File: src/rtl/usart_pkg.sv
// usart_pkg: shared FSM state encoding, parameter defaults and counter widths for the USART blocks
package usart_pkg;
    localparam int DEF_DATA_BITS  = 8;
    localparam int DEF_OVERSAMPLE = 16;
    localparam int DEF_UBRR_WIDTH = 12;
    localparam int CNT_W          = $clog2(DEF_DATA_BITS);
    typedef enum logic [1:0] {IDLE = 2'd0, START = 2'd1, DATA = 2'd2, STOP = 2'd3} state_t;
endpackage

File: src/rtl/usart_tx_serialiser_if.sv
// usart_tx_serialiser_if: UDR/control bus (tx_en, ubrr, tx_data, tx_write, txc_clr) in, line/status (txd, udre, txc, busy) out
interface usart_tx_serialiser_if
    import usart_pkg::*;
#(
    parameter int DATA_BITS  = DEF_DATA_BITS,
    parameter int UBRR_WIDTH = DEF_UBRR_WIDTH
);
    logic                  tx_en;
    logic [UBRR_WIDTH-1:0] ubrr;
    logic [DATA_BITS-1:0]  tx_data;
    logic                  tx_write;
    logic                  txc_clr;
    logic                  txd;
    logic                  udre;
    logic                  txc;
    logic                  busy;
    modport master (output tx_en, ubrr, tx_data, tx_write, txc_clr, input txd, udre, txc, busy);
    modport slave (input tx_en, ubrr, tx_data, tx_write, txc_clr, output txd, udre, txc, busy);
endinterface

File: src/rtl/usart_baud_prescaler.sv
// usart_baud_prescaler: ubrr down-counter + OVERSAMPLE tick counter; ports clk, clr_n, ubrr, restart in, tick (bit-period end pulse) out
module usart_baud_prescaler
    import usart_pkg::*;
#(
    parameter int UBRR_WIDTH = DEF_UBRR_WIDTH,
    parameter int OVERSAMPLE = DEF_OVERSAMPLE
) (
    input  logic                  clk,
    input  logic                  clr_n,
    input  logic [UBRR_WIDTH-1:0] ubrr,
    input  logic                  restart,
    output logic                  tick
);
    localparam int OW = $clog2(OVERSAMPLE);
    logic [UBRR_WIDTH-1:0] cnt;
    logic [OW-1:0]         os_cnt;
    logic                  os_tick;
    logic                  bit_end;
    // each reload of the down-counter is one oversample tick, so ubrr changes land on the next reload
    assign os_tick = cnt == '0;
    assign bit_end = os_tick && os_cnt == OW'(OVERSAMPLE - 1);
    assign tick    = bit_end;
    always_ff @(posedge clk) begin
        if (!clr_n) begin
            cnt    <= '0;
            os_cnt <= '0;
        end else if (restart) begin
            cnt    <= ubrr;
            os_cnt <= '0;
        end else if (os_tick) begin
            cnt    <= ubrr;
            os_cnt <= bit_end ? '0 : os_cnt + 1'b1;
        end else begin
            cnt <= cnt - 1'b1;
        end
    end
endmodule

File: src/rtl/usart_tx_serialiser.sv
// usart_tx_serialiser: double-buffered 8N1 transmitter; clk, clr_n plain, bus carries UDR write/control in and txd/udre/txc/busy out
module usart_tx_serialiser
    import usart_pkg::*;
#(
    parameter int DATA_BITS  = DEF_DATA_BITS,
    parameter int OVERSAMPLE = DEF_OVERSAMPLE,
    parameter int UBRR_WIDTH = DEF_UBRR_WIDTH
) (
    input  logic                 clk,
    input  logic                 clr_n,
    usart_tx_serialiser_if.slave bus
);
    localparam int CW = $clog2(DATA_BITS);
    state_t               state, state_d;
    logic [DATA_BITS-1:0] tx_buf, sh;
    logic [CW-1:0]        bit_cnt;
    logic                 full, load, bit_end, done, txc_q, txd_q, busy_q;
    usart_baud_prescaler #(.UBRR_WIDTH(UBRR_WIDTH), .OVERSAMPLE(OVERSAMPLE)) u_prescaler (
        .clk(clk),
        .clr_n(clr_n),
        .ubrr(bus.ubrr),
        .restart(load),
        .tick(bit_end)
    );
    assign bus.txd  = txd_q;
    assign bus.udre = !full;
    assign bus.txc  = txc_q;
    assign bus.busy = busy_q;
    always_ff @(posedge clk) begin
        state <= !clr_n ? IDLE : state_d;
    end
    // transfer happens regardless of tx_en so an already-buffered byte still goes out
    always_comb begin
        load    = full && (state == IDLE || (state == STOP && bit_end));
        state_d = state;
        case (state)
            IDLE:  state_d = load ? START : IDLE;
            START: state_d = bit_end ? DATA : START;
            DATA:  state_d = (bit_end && bit_cnt == CW'(DATA_BITS - 1)) ? STOP : DATA;
            STOP:  state_d = bit_end ? (full ? START : IDLE) : STOP;
        endcase
    end
    // line and status are registered, so they trail the state by one clock
    always_ff @(posedge clk) begin
        if (!clr_n) begin
            tx_buf  <= '0;
            full    <= 1'b0;
            sh      <= '0;
            bit_cnt <= '0;
            done    <= 1'b0;
            txc_q   <= 1'b0;
            txd_q   <= 1'b1;
            busy_q  <= 1'b0;
        end else begin
            if (load) begin
                sh   <= tx_buf;
                full <= 1'b0;
            end else begin
                if (bus.tx_write && bus.tx_en && !full) begin
                    tx_buf <= bus.tx_data;
                    full   <= 1'b1;
                end
                if (state == DATA && bit_end) sh <= sh >> 1;
            end
            bit_cnt <= state != DATA ? '0 : bit_cnt + CW'(bit_end);
            done    <= state == STOP && bit_end && !full;
            txc_q   <= done || (txc_q && !bus.txc_clr);
            txd_q   <= state == START ? 1'b0 : state == DATA ? sh[0] : 1'b1;
            busy_q  <= state != IDLE;
        end
    end
endmodule
File: src/flat_wrapper.sv
// flat-port wrapper written by rule: the top's interface ports become plain ports
module usart_tx_serialiser_flat import usart_pkg::*;
#(
    parameter int DATA_BITS  = DEF_DATA_BITS,
    parameter int OVERSAMPLE = DEF_OVERSAMPLE,
    parameter int UBRR_WIDTH = DEF_UBRR_WIDTH
)
  (clk, clr_n, bus_tx_en, bus_ubrr, bus_tx_data, bus_tx_write, bus_txc_clr, bus_txd, bus_udre, bus_txc, bus_busy);
  usart_tx_serialiser_if #(.DATA_BITS(DATA_BITS), .UBRR_WIDTH(UBRR_WIDTH)) bus_i ();
  input  logic clk;
  input  logic clr_n;
  input wire logic [$bits(bus_i.tx_en)-1:0] bus_tx_en;
  input wire logic [$bits(bus_i.ubrr)-1:0] bus_ubrr;
  input wire logic [$bits(bus_i.tx_data)-1:0] bus_tx_data;
  input wire logic [$bits(bus_i.tx_write)-1:0] bus_tx_write;
  input wire logic [$bits(bus_i.txc_clr)-1:0] bus_txc_clr;
  output wire logic [$bits(bus_i.txd)-1:0] bus_txd;
  output wire logic [$bits(bus_i.udre)-1:0] bus_udre;
  output wire logic [$bits(bus_i.txc)-1:0] bus_txc;
  output wire logic [$bits(bus_i.busy)-1:0] bus_busy;
  assign bus_i.tx_en = bus_tx_en;
  assign bus_i.ubrr = bus_ubrr;
  assign bus_i.tx_data = bus_tx_data;
  assign bus_i.tx_write = bus_tx_write;
  assign bus_i.txc_clr = bus_txc_clr;
  assign bus_txd = bus_i.txd;
  assign bus_udre = bus_i.udre;
  assign bus_txc = bus_i.txc;
  assign bus_busy = bus_i.busy;
  usart_tx_serialiser #(.DATA_BITS(DATA_BITS), .OVERSAMPLE(OVERSAMPLE), .UBRR_WIDTH(UBRR_WIDTH)) u_core (.clk(clk), .clr_n(clr_n), .bus(bus_i));
endmodule
File: config.mk
export PLATFORM = sky130hd
export DESIGN_NAME = usart_tx_serialiser_flat
export DESIGN_NICKNAME = d
export VERILOG_FILES = /design/src/rtl/usart_pkg.sv /design/src/rtl/usart_tx_serialiser_if.sv /design/src/rtl/usart_baud_prescaler.sv /design/src/rtl/usart_tx_serialiser.sv /design/src/flat_wrapper.sv
export SDC_FILE = /design/constraint.sdc
export NUM_CORES = 1
export LEC_CHECK = 0
export ABC_AREA = 1
export CORE_MARGIN = 2
export CORE_UTILIZATION = 54
export DETAILED_ROUTE_END_ITERATION = 16
export GPL_TIMING_DRIVEN = 0
export HOLD_SLACK_MARGIN = 0.08
export PLACE_DENSITY_LB_ADDON = 0.15
export SETUP_SLACK_MARGIN = 0.15
export SLEW_MARGIN = 20
export SYNTH_ARGS = -nofsm -noshare
export SYNTH_HDL_FRONTEND = slang
export SYNTH_SLANG_ARGS = --single-unit
File: constraint.sdc
create_clock -name clk -period 1.89 [get_ports clk]
set_input_delay 0.378 -clock clk [delete_from_list [all_inputs] [get_ports clk]]
set_output_delay 0.378 -clock clk [all_outputs]
set_load 0.02 [all_outputs]
After elaboration in Yosys (flattened, before gate mapping)
Cells that the tools add are included.

operators by class
  equality and inequality tests = 6
  multiplexer cells = 13
  reductions and logical operators = 20
  add/sub/neg operators = 3
  bitwise logic cells = 2

operators with widths
  operator               number
  $mux 12                2
  $mux 8                 2
  $logic_not 12->1       1
  $sub 12x1->12 const B  1
  $logic_and 1x1->1      9
  $pmux 2 s4             1
  $mux 1                 5
  $add 4x1->4 const B    1
  $eq 2x2->1 const B     2
  $eq 4x4->1 const B     1
  $mux 2                 2
  $mux 4                 1
  $reduce_bool 2->1      2
  $reduce_or 2->1        2
  $add 3x1->3            1
  $eq 3x3->1 const B     1
  $eq 2x1->1 const B     1
  $logic_not 1->1        2
  $logic_not 2->1        1
  $logic_or 1x1->1       2
  $ne 2x2->1 const B     1
  $not 1->1              2
  $reduce_and 2->1       1

word-level totals
  word-level logic and storage cells = 55
  bits in registers = 42
  output and inout bits = 4
  bits of input ports = 25

Longest topological paths before layout
  word-level depth = 7
  mapped depth = 12
  mapped depth without buffers = 11

Modules after synthesis
From an unflattened synthesis, not the netlist that was laid out.

second synthesis, totals
  cell total of the unflattened synthesis = 320
  area total of the unflattened synthesis = 2,158.3 µm²

modules (own cells, without submodules)
  module                sequential area each (µm²)  area each (µm²)  instances  cells each
  usart_tx_serialiser   520.5                       1,096.1          1          143
  usart_baud_prescaler  320.3                       1,062.3          1          177

Worst setup path after synthesis
OpenSTA, ideal clock, no wires.

  path type = flip-flop to flip-flop
  start point = register u_core.u_prescaler.cnt[0]
  end point = register u_core.u_prescaler.cnt[10]
  arrival time = 1.489 ns
  data required time = 1.777 ns
  clock period less this slack = 1.602 ns
  cell stages (with the launch flop) = 13
  slack = 0.288 ns
  setup time = 0.113 ns
  buffers on the path = 1
  cells stage by stage = dfxtp_1 inv_1 ha_1 nand2_4 nor2_8 nand4_4 nand2_8 nand2_8 nand2_8 buf_12 nand2_1 nand2_1 nor2_1

on the way
  longest elaborated chain between the ends = 6
  elaborated cells between the ends (all ways) = 8
  those cells by class = add/sub: 1; mux: 2; reduce/logical: 5

RTL lines
  item                                                   line                        text
  start, declared                                        usart_baud_prescaler.sv:15  logic [UBRR_WIDTH-1:0] cnt;
  start signal, assigned                                 usart_baud_prescaler.sv:28  cnt <= ubrr;
  start signal, assigned                                 usart_baud_prescaler.sv:31  cnt <= ubrr;
  start signal, assigned                                 usart_baud_prescaler.sv:34  cnt <= cnt - 1'b1;
  branches (longest 5 deep; another with $sub 12x1->12)  n/a
  $mux 12 (*)                                            usart_baud_prescaler.sv:27  end else if (restart) begin

Mark *: on every way between the ends.
A chain may end at the register's enable or synchronous reset.

Worst setup path after layout
  start point = register u_core.u_prescaler.cnt[5]
  end point = register u_core.u_prescaler.cnt[4]

on the way
  longest elaborated chain between the ends = 6
  elaborated cells between the ends (all ways) = 7
  those cells by class = mux: 2; reduce/logical: 5

RTL lines
  item                  line                        text
  $logic_not 12->1 (*)  usart_baud_prescaler.sv:20  assign os_tick = cnt == '0;
  $logic_and 1x1->1     usart_baud_prescaler.sv:21  assign bit_end = os_tick && os_cnt == OW'(OVERSAMPLE - 1);
  $logic_and 1x1->1     usart_tx_serialiser.sv:34   load = full && (state == IDLE || (state == STOP && bit_end));
  $logic_or 1x1->1      usart_tx_serialiser.sv:34
  $logic_and 1x1->1     usart_tx_serialiser.sv:34
  $mux 12 (*)           usart_baud_prescaler.sv:27

Mark *: on every way between the ends. The rest lies on a longest branch, timed or not.

==> flow_metrics.env <==
export IMPL_grt_pass1_wl_um=6727
export IMPL_seqPwrFrac_pct=38.2
export IMPL_clkPwrFrac_pct=19.7
export IMPL_yosys_area_top_type="dfxtp_1"
export IMPL_nets=350
export IMPL_cpPeakStageDelay_ps=340
export IMPL_vdd_ir_drop_max_mv=0.6159
export IMPL_cts_tree="done"
export IMPL_cellPowerDensity_nw_per_um2=1182
export IMPL_swShare_pct=37.73
export IMPL_synth_edff_count=0
export IMPL_grt_max_degree=13
export IMPL_numCtsBuffers=5
export IMPL_final_hold_viol_count=0
export IMPL_ios=29
export IMPL_clk_pin_slew_worst_paths_ps=80
export IMPL_synth_top_area_share_pct=39.79
export IMPL_seq_area_frac_synth_pct=39.79
export IMPL_ant_nets=0
export IMPL_hold_ws_ps=445.4
export IMPL_p_leak_nw=1.124
export IMPL_clock_path_buffers=2
export IMPL_path_max_fanout=10
export IMPL_die_area_um2=4430
export IMPL_slew_viol_final=0
export IMPL_insertion_delay_ps=300
export IMPL_num_rows=22
export IMPL_fp_dieW_um=66.56
export IMPL_cp_start_kind="flop"
export IMPL_critPathRequiredTime_ps=2080
export IMPL_worstSetupPathType="flop to flop"
export IMPL_maxCapViolations=0
export IMPL_synth_fp_nets=312
export IMPL_overflow=0
export IMPL_intPower_mw=1.903
export IMPL_fin_setup_tns_ps=0
export IMPL_synth_cell_types=28
export IMPL_end_kind="flop"
export IMPL_max_freq_mhz=615.9
export IMPL_fin_ws_ps=266.3
export IMPL_share_comb_of_total_power_pct=42.1
export IMPL_regArea_um2=843.3
export IMPL_antennaDiodeCount=0
export IMPL_multi_input_area_um2=1046
export IMPL_routed_wl_um=3754
export IMPL_area_growth_pct=22.38
export IMPL_hpwl_um=2753
export IMPL_async_flop_share_pct=0
export IMPL_post_route_util_pct=69.60
export IMPL_max_slew_margin_rel_pct=69.46
export IMPL_synth_common_cells="nand2_1, dfxtp_1, inv_1, nor2_1, nand3_1"
export IMPL_antenna_found_initial=0
export IMPL_drive_above_1_share_pct=11.15
export IMPL_cts_root_buf="clkbuf_8"
export IMPL_post_dp_cell_area_um2=2454
export IMPL_port_buffers=28
export IMPL_finClkSkew_ps=7.125
export IMPL_finalCritPeriodShare_pct=85.91
export IMPL_synth_most_common_cell="nand2_1"
export IMPL_arrival_ps=1820
export IMPL_start_util_pct=56.87
export IMPL_synth_avg_cell_area_um2=7.441
export IMPL_coreArea_um2=3716
export IMPL_vias_per_cell=4.822
export IMPL_syn_inst=284
export IMPL_pre_cts_ws_ps=119.7
export IMPL_rsz0062_at_grt="no"
export IMPL_dieHeight_um=66.56
export IMPL_synth_seq_cells=42
export IMPL_yosys_top_cells_area="dfxtp_1, nand2_1, inv_1, nor2_1, nand3_1"
export IMPL_htreeDepth=2
export IMPL_synth_warning_count=0
export IMPL_yosys_most_used_dff="dfxtp_1"
export IMPL_cp_top_family="simple AND/OR/NAND/NOR gates"
export IMPL_avgRoutedWirePerCell_um=10.12
export IMPL_clkSinkCount=42
export IMPL_tightest_slew_ps=458.1
export IMPL_min_path_type="flop to flop"
export IMPL_cpMaxStageDelayCell="dfxtp_1"
export IMPL_status="completed"
export IMPL_dr_pass1_iters=4
export IMPL_vias=1789
export IMPL_grt_pass1_vias=1664
export IMPL_netlist_area_um2=2113
export IMPL_fill_cells=317
export IMPL_place_gp_congestion=0.7789
export IMPL_drt_iter0_drc=64
export IMPL_worst_path_buf_inv=1
export IMPL_setup_violations_final=0
export IMPL_drc=0
export IMPL_path_cells="nor2_2 > nand2_2 > nor2_8 > nand4_4 > nand2_8 > nand2_8 > nand2_8 > buf_12 > nand2_1 > nand2_1 > nor2_1"
export IMPL_track_usage_pct=19.94
export IMPL_finalInstanceArea_um2=2586
export IMPL_timing_critical_path_mode_cell="nand2_8"
export IMPL_switchingPower_mw=1.153
export IMPL_min_period_ps=1624
==> worst min-delay path, stage by stage (launching register included) <==
cell	delay, ps
dfxtp_1	310
a21oi_1	40
nor2_1	60
==> logic make-up (layout without fill, tap and decap cells) <==
group	count (synthesis)	count (layout)	share of synthesized area, %
xor gates and xnor gates	14	14	5.802
DFF	42	42	39.79
and+or+nand+nor	140	140	33.51
buffers and inverters	53	92	11.54
AOI/OAI and AO/OA	32	32	7.578
adders and majority gates	3	3	1.776
==> metal layers <==
layer / vias up / track usage (%) / wire length, um
met5: - / 0 / 0
met4: 0 / 9.184 / 76
met3: 8 / 4.561 / 124
met2: 34 / 36.13 / 1858
met1: 791 / 21.82 / 1694
li1: 956 / - / -
==> placed cells by master, fill, tap and decap left out <==
cell	netlist	final
nand3_1	24	24
clkdlybuf4s50_1	0	27
nor4_1	1	1
ha_1	3	2
nand3_4	1	1
buf_2	1	1
nor2_1	38	38
clkinv_2	0	1
dfxtp_2	0	2
ha_4	0	1
nand4_1	1	1
o21ai_0	11	11
nand2_1	55	55
dfxtp_1	42	40
nand2_2	3	3
and3_1	1	1
nor3_1	5	5
dlygate4sd2_1	0	1
nor2_2	2	1
nor2_4	3	4
buf_4	0	3
nand2_4	1	1
nand4_4	1	1
xor2_1	11	11
nor2_8	1	1
a21oi_1	21	21
buf_1	1	1
clkbuf_8	0	6
xnor2_1	3	3
buf_12	2	2
buf_8	1	1
inv_2	3	4
nand2_8	3	3
clkbuf_1	3	4
inv_1	42	41
==> what timing repair did <==
action | in CTS | in global routing
pin swaps | 0 | 3
setup buffers | 0 | 3
endpoints found under the setup margin | 15 | 21
gates resized for setup | 4 | 3
hold buffers | 0 | 0
==> worst paths after layout <==
kind / slack [ps] / depth (start not counted) / startpoint / end
worst min-delay path: 450 / 2 / u_core.done$_SDFF_PN0_ / u_core.bus.txc$_SDFF_PN0_
worst max register to register: 270 / 11 / u_core.u_prescaler.cnt[5]$_SDFF_PN0_ / u_core.u_prescaler.cnt[4]$_SDFF_PN0_
worst min register to register: 450 / 2 / u_core.done$_SDFF_PN0_ / u_core.bus.txc$_SDFF_PN0_
worst max-delay path: 270 / 11 / u_core.u_prescaler.cnt[5]$_SDFF_PN0_ / u_core.u_prescaler.cnt[4]$_SDFF_PN0_
==> final cells by class <==
cell class	instances	area share (%)
buffer	8	2.903
timing repair buffer	31	11.66
multi-input combinational	189	40.44
tap	48	2.322
inverter	45	6.531
clock inverter	1	0.1935
sequential	42	32.61
clock buffer	7	3.338
==> state kept, by name, summed over array words and instances, names as in the netlist <==
| name | flops |
|---|---|
| u_core.u_prescaler.cnt | 12 |
| u_core.sh | 8 |
| u_core.tx_buf | 8 |
| u_core.u_prescaler.os_cnt | 4 |
| u_core.bit_cnt | 3 |
| u_core.state | 2 |
| u_core.bus.busy | 1 |
| u_core.bus.txc | 1 |
| u_core.bus.txd | 1 |
| u_core.done | 1 |
| u_core.full | 1 |
==> per-stage QoR <==
stage          std cells  total power [mW]
6_report             371             3.056
3_3_place_gp         360             2.381
3_5_place_dp         360             2.419
4_1_cts              368             3.037
5_1_grt              371             3.297
2_1_floorplan        284             2.190
==> power groups by stage <==
stage / sequential, mW / combinational [mW] / clock [mW]
after floorplan: 1.16 / 1.02 / 0
after global placement: 1.18 / 1.20 / 0
after detailed placement: 1.19 / 1.23 / 0
after CTS: 1.17 / 1.26 / 0.610
after global routing: 1.19 / 1.46 / 0.651
final: 1.17 / 1.29 / 0.602
Note: power is estimated with default switching activity, not from simulation.
==> RTL change 1, RTL diff (config.mk and constraints unchanged) <==
The package constant `DEF_OVERSAMPLE` goes from 16 to 8.
--- a/src/rtl/usart_pkg.sv
+++ b/src/rtl/usart_pkg.sv
@@ -2,5 +2,5 @@
 package usart_pkg;
     localparam int DEF_DATA_BITS  = 8;
-    localparam int DEF_OVERSAMPLE = 16;
+    localparam int DEF_OVERSAMPLE = 8;
     localparam int DEF_UBRR_WIDTH = 12;
     localparam int CNT_W          = $clog2(DEF_DATA_BITS);
Check against the original RTL: same outputs for any inputs over 10 cycles, from zero or initial values; that may be too few to reach the edited logic, so the function may still have changed.
==> RTL change 1 against the original RTL <==
  * Hold slack improved by 0.0096 ns
  * Total power shrank 8.2%
  * First-iteration DRC count up 120%
  * Clock power about the same
  * Synthesized area decreased by 7.2%
  * Highest routed layer unchanged
  * Routed wire length is 25% higher
  * Core utilization increased by 5.8 points
  * Worst setup slack worse by 0.12 ns
  * Design area down 0.39%
  * Count of clock-buffer cells in the layout is the same
  * Sequential cell count decreased by 1
==> RTL change 1: results (changes against the original RTL) <==
Hold Path Class=register to register (unchanged); Synth cell types=21 (was 28); biggest registers after layout=u_core.u_prescaler.cnt (12), u_core.sh (8), u_core.tx_buf (8) (unchanged); first-pass GRT wire length=7710 µm (was 6730 µm); Worst Path Max Fanout=10 (unchanged); placer congestion estimate=0.763 (was 0.779); ANT cells=0 (unchanged); mux cell area share after synthesis=0% (unchanged); GRT Util Overall=23.6% (was 19.9%); pre-CTS WS=-0.00903 ns (was 0.120 ns); ys async rst share=0% (unchanged); fillcell total=277 (was 317); synth warn=0 (unchanged); I/O Buffers=28 (unchanged); Clock Skews=0.0170 ns (was 0.00712 ns); drt pass-1 iters=4 (unchanged); Seq/Total Area, Yosys=41.8% (was 39.8%); register area=823 µm² (was 843 µm²); top post-synthesis cells by area=dfxtp_1, nand2_1, nand3_1 (was dfxtp_1, nand2_1, inv_1); Clk Latency, worst-skew pair=0.37 ns (was 0.30 ns); Via density=5.24 (was 4.82); Cell Count, Final, Fillers Out=370 (was 371); Leak=1.12 nW (about the same); Max clock buf depth=2 (unchanged); Avg Cell Area, Syn=7.08 µm² (was 7.44 µm²); initial antenna violation count=0 (unchanged); status=complete, no violations (unchanged); Reg clk slew, reported paths=0.11 ns (was 0.08 ns); dpl cell area=0.00230 mm² (was 0.00245 mm²); DRT iter0 DRCs=142 (was 64); Slew HR=63.1% (was 69.5%); XOR/XNOR Fraction of Synth Area=4.02% (was 5.80%); Syn Nets=307 (was 312); H-tree depth=2 (unchanged); number of global-route vias before repair=1882 (was 1664); largest net degree at the start of global routing=13 (unchanged); CTS Root Cell=clkbuf_4 (was clkbuf_8); Cells after DPL=351 (was 360); commonest cells in the netlist=nand2_1, dfxtp_1, nand3_1 (was nand2_1, dfxtp_1, inv_1); CTS Buf Count=5 (unchanged); share of layout cells above drive strength 1=15.7% (was 11.1%); Worst VDD drop=0.551 mV (was 0.616 mV); dpl hpwl=3070 µm (was 2750 µm); total wire length=4700 µm (was 3750 µm); Synth Area in Adders=3.19% (was 1.78%); CP arrival=2.01 ns (was 1.82 ns); Switching Power=1.01 mW (was 1.15 mW); complex-gate fraction of the synthesized area=11.5% (was 7.58%)
RTL change 1: path summary, 6_finish.rpt:
kind / end / depth (start not counted) / slack [ns] / start
max: u_core.u_prescaler.cnt[4] / 10 / 0.14 / u_core.u_prescaler.cnt[0]
min: u_core.bus.txc / 2 / 0.45 / u_core.done
max reg2reg: u_core.u_prescaler.cnt[4] / 10 / 0.14 / u_core.u_prescaler.cnt[0]
min reg2reg: u_core.bus.txc / 2 / 0.45 / u_core.done
RTL change 1: cells by family (layout without fill, tap and decap cells):
group | after synthesis | in the layout
compound gates | 45 | 45
flops | 41 | 41
xor+xnor | 9 | 9
fa+ha+maj | 5 | 5
buf+inv | 40 | 86
simple gates | 137 | 138
RTL change 1: layout make-up:
cell class	count	share of cell area (%)
Timing Repair Buffer	38	14.4
Clock buffer	7	2.14
Multi-Input combinational cell	197	40.9
Clock inverter	1	1.17
Sequential cell	41	32.0
Tap cell	46	2.23
Inverter	29	4.23
Buffer	11	2.91
RTL change 1: critical path: stages (launching register included):
cell and delay (ns):
dfxtp_2 0.35, inv_2 0.08, ha_4 0.17, nand2_4 0.07, nor2_4 0.16, nand4_1 0.15, nand2_2 0.16, nand2_4 0.12
buf_6 0.18, a21oi_1 0.15, nor2_1 0.06
RTL change 1: what timing repair did:
item | 4_1_cts | 5_1_grt
pin swaps | 3 | 5
buffers inserted | 4 | 5
cloned | 0 | 2
endpoints found under the setup margin | 28 | 27
resized for setup | 6 | 25
hold buffers | 0 | 0
RTL change 1: per-layer routing:
layer  up-vias  global-route usage [%]  part of all wire [%]
met5         -                       0                     0
met4         0                    9.31                   2.1
met3        11                    6.51                   4.6
met2        53                    43.1                    52
met1       884                    25.5                    41
li1        992                       -                     -
RTL change 1: through the flow:
step,setup TNS [ns],hold WS [ns]
after floorplan,0,0.413
after global placement,0,0.432
after detailed placement,-0.0224,0.437
after CTS,0,0.464
after global routing,0,0.482
final,0,0.455
RTL change 1: power groups by stage:
stage	Combinational (mW)	Clock [mW]	Sequential [mW]
floorplan	0.711	0	1.08
global placement	0.868	0	1.09
detailed placement	0.897	0	1.10
CTS	0.954	0.608	1.08
global route	1.27	0.639	1.10
finish	1.11	0.603	1.09
==> RTL change 2, RTL diff (config.mk and constraints unchanged) <==
Without the edit above. Add an input register stage for `clr_n`; this delays it by one clock. The other inputs are not delayed to match.
--- a/src/rtl/usart_tx_serialiser.sv
+++ b/src/rtl/usart_tx_serialiser.sv
@@ -12,4 +12,11 @@
 );
     localparam int CW = $clog2(DATA_BITS);
+
+    logic clr_n_q;
+
+    always_ff @(posedge clk) begin
+        clr_n_q <= clr_n;
+    end
+
     state_t               state, state_d;
     logic [DATA_BITS-1:0] tx_buf, sh;
@@ -18,5 +25,5 @@
     usart_baud_prescaler #(.UBRR_WIDTH(UBRR_WIDTH), .OVERSAMPLE(OVERSAMPLE)) u_prescaler (
         .clk(clk),
-        .clr_n(clr_n),
+        .clr_n(clr_n_q),
         .ubrr(bus.ubrr),
         .restart(load),
@@ -28,5 +35,5 @@
     assign bus.busy = busy_q;
     always_ff @(posedge clk) begin
-        state <= !clr_n ? IDLE : state_d;
+        state <= !clr_n_q ? IDLE : state_d;
     end
     // transfer happens regardless of tx_en so an already-buffered byte still goes out
@@ -43,5 +50,5 @@
     // line and status are registered, so they trail the state by one clock
     always_ff @(posedge clk) begin
-        if (!clr_n) begin
+        if (!clr_n_q) begin
             tx_buf  <= '0;
             full    <= 1'b0;
Behaviour: not the same (Yosys sat finds a counterexample within 4 cycles, from zero or initial values).
==> RTL change 2 against the original RTL <==
  * Routed wire length increased by 9.6%
  * Die area down 0.27%
  * Critical path type unchanged
  * First-iteration DRC count fell by 1.6%
  * Count of clock-buffer cells in the layout did not move
  * Total power decreased by 1.5%
  * Clock power down 8.1%
  * Via count grew 3.0%
  * Critical endpoint is now u_core.u_prescaler.cnt[7]
  * Synthesized area decreased by 0.30%
  * Sequential share of layout area fell by 0.14 points
  * Worst setup slack lost 0.043 ns
  * Design area is 3.0% higher
  * Sequential cell count is 1 higher
  * Final cell count increased by 3.0%
==> RTL change 2: results (changes against the original RTL) <==
Synth cell types=26 (was 28); top post-synthesis cells by area=dfxtp_1, nand2_1, inv_1 (unchanged); CP arrival=1.86 ns (was 1.82 ns); fillcell total=321 (was 317); status=complete, no violations (unchanged); global route total overflow=0 (unchanged); first-pass GRT wire length=6870 µm (was 6730 µm); Switching Power=1.14 mW (was 1.15 mW); Worst Path Max Fanout=7 (was 10); wire per inst=10.8 µm (was 10.1 µm); share of layout cells above drive strength 1=13.8% (was 11.1%); GRT Util Overall=20.2% (was 19.9%); Syn Nets=318 (was 312); Leak=1.17 nW (was 1.12 nW); number of global-route vias before repair=1654 (was 1664); Worst VDD drop=0.719 mV (was 0.616 mV); dpl hpwl=2870 µm (was 2750 µm); Seq/Total Area, Yosys=40.9% (was 39.8%); Via Count=1843 (was 1789); placer congestion estimate=0.765 (was 0.779); commonest cells in the netlist=nand2_1, inv_1, dfxtp_1 (was nand2_1, dfxtp_1, inv_1); DRT iter0 DRCs=63 (was 64); Worst Max-Slew Pin Slew=0.530 ns (was 0.458 ns); nets=361 (was 350); Clock Skews=0.00460 ns (was 0.00712 ns); biggest registers after layout=u_core.u_prescaler.cnt (12), u_core.sh (8), u_core.tx_buf (8) (unchanged); dpl cell area=0.00245 mm² (about the same); drt pass-1 iters=4 (unchanged)
[RTL change 2: cells by family after synthesis]
family / share of synthesized area, %
compound gates: 7.72
xor+xnor: 5.40
fa+ha+maj: 1.78
buf+inv: 10.9
flops: 40.9
simple gates: 33.3
[RTL change 2: power groups by stage]
stage,registers (mW),logic [mW],clock network [mW]
2_1_floorplan,1.17,0.925,0
3_3_place_gp,1.18,1.10,0
3_5_place_dp,1.19,1.13,0
4_1_cts,1.17,1.16,0.568
5_1_grt,1.19,1.43,0.608
6_report,1.17,1.28,0.553
[RTL change 2: path summary, 6_finish.rpt]
check,from,to,slack (ns),cells after the start
worst max-delay path,u_core.u_prescaler.cnt[1],u_core.u_prescaler.cnt[7],0.22,12
worst max register to register,u_core.u_prescaler.cnt[1],u_core.u_prescaler.cnt[7],0.22,12
worst min register to register,u_core.tx_buf[7],u_core.tx_buf[7],0.45,2
worst min-delay path,u_core.tx_buf[7],u_core.tx_buf[7],0.45,2
[RTL change 2: final cells by class]
class	count	area share (%)
Timing Repair Buffer	36	13.4
Inverter	47	6.63
Clock buffer	7	2.87
Sequential cell	43	32.5
Tap cell	48	2.26
Multi-Input combinational cell	192	40.0
Buffer	8	2.16
Clock inverter	1	0.188
[RTL change 2: stage by stage]
step                instances  worst slack [ns]  power (mW)  hold WS, ns  utilization (%)
floorplan                 290             0.278        2.09        0.406                -
global placement          366            0.0946        2.28        0.424             65.9
detailed placement        366             0.117        2.32        0.438             65.9
CTS                       375             0.164        2.90        0.454             68.4
global route              382             0.104        3.23        0.484             71.6
finish                    382             0.224        3.01        0.451             71.6
[RTL change 2: metal layers]
layer | vias to the layer above | global-route usage [%] | routed length [µm]
met5 | - | 0 | 0
met4 | 0 | 6.12 | 89
met3 | 10 | 5.07 | 167
met2 | 37 | 36.5 | 2030
met1 | 820 | 23.4 | 1830
li1 | 976 | - | -
[RTL change 2: timing repair]
action | CTS | global route
setup endpoints to repair | 20 | 22
cloned | 0 | 1
pin swaps | 1 | 7
buffers inserted | 1 | 6
hold buffers | 0 | 0
gates resized for setup | 4 | 16
[RTL change 2: worst max-delay path: stages, from the launching register on]
cell and delay, ns:
dfxtp_1 0.32, inv_2 0.08, ha_4 0.16, nand2_4 0.07
nor2_8 0.18, nand4_4 0.16, nand2_8 0.13, nand2_8 0.07
nand2_8 0.10, clkbuf_16 0.15, nand2_1 0.04, nand2_1 0.05
nor2_1 0.05
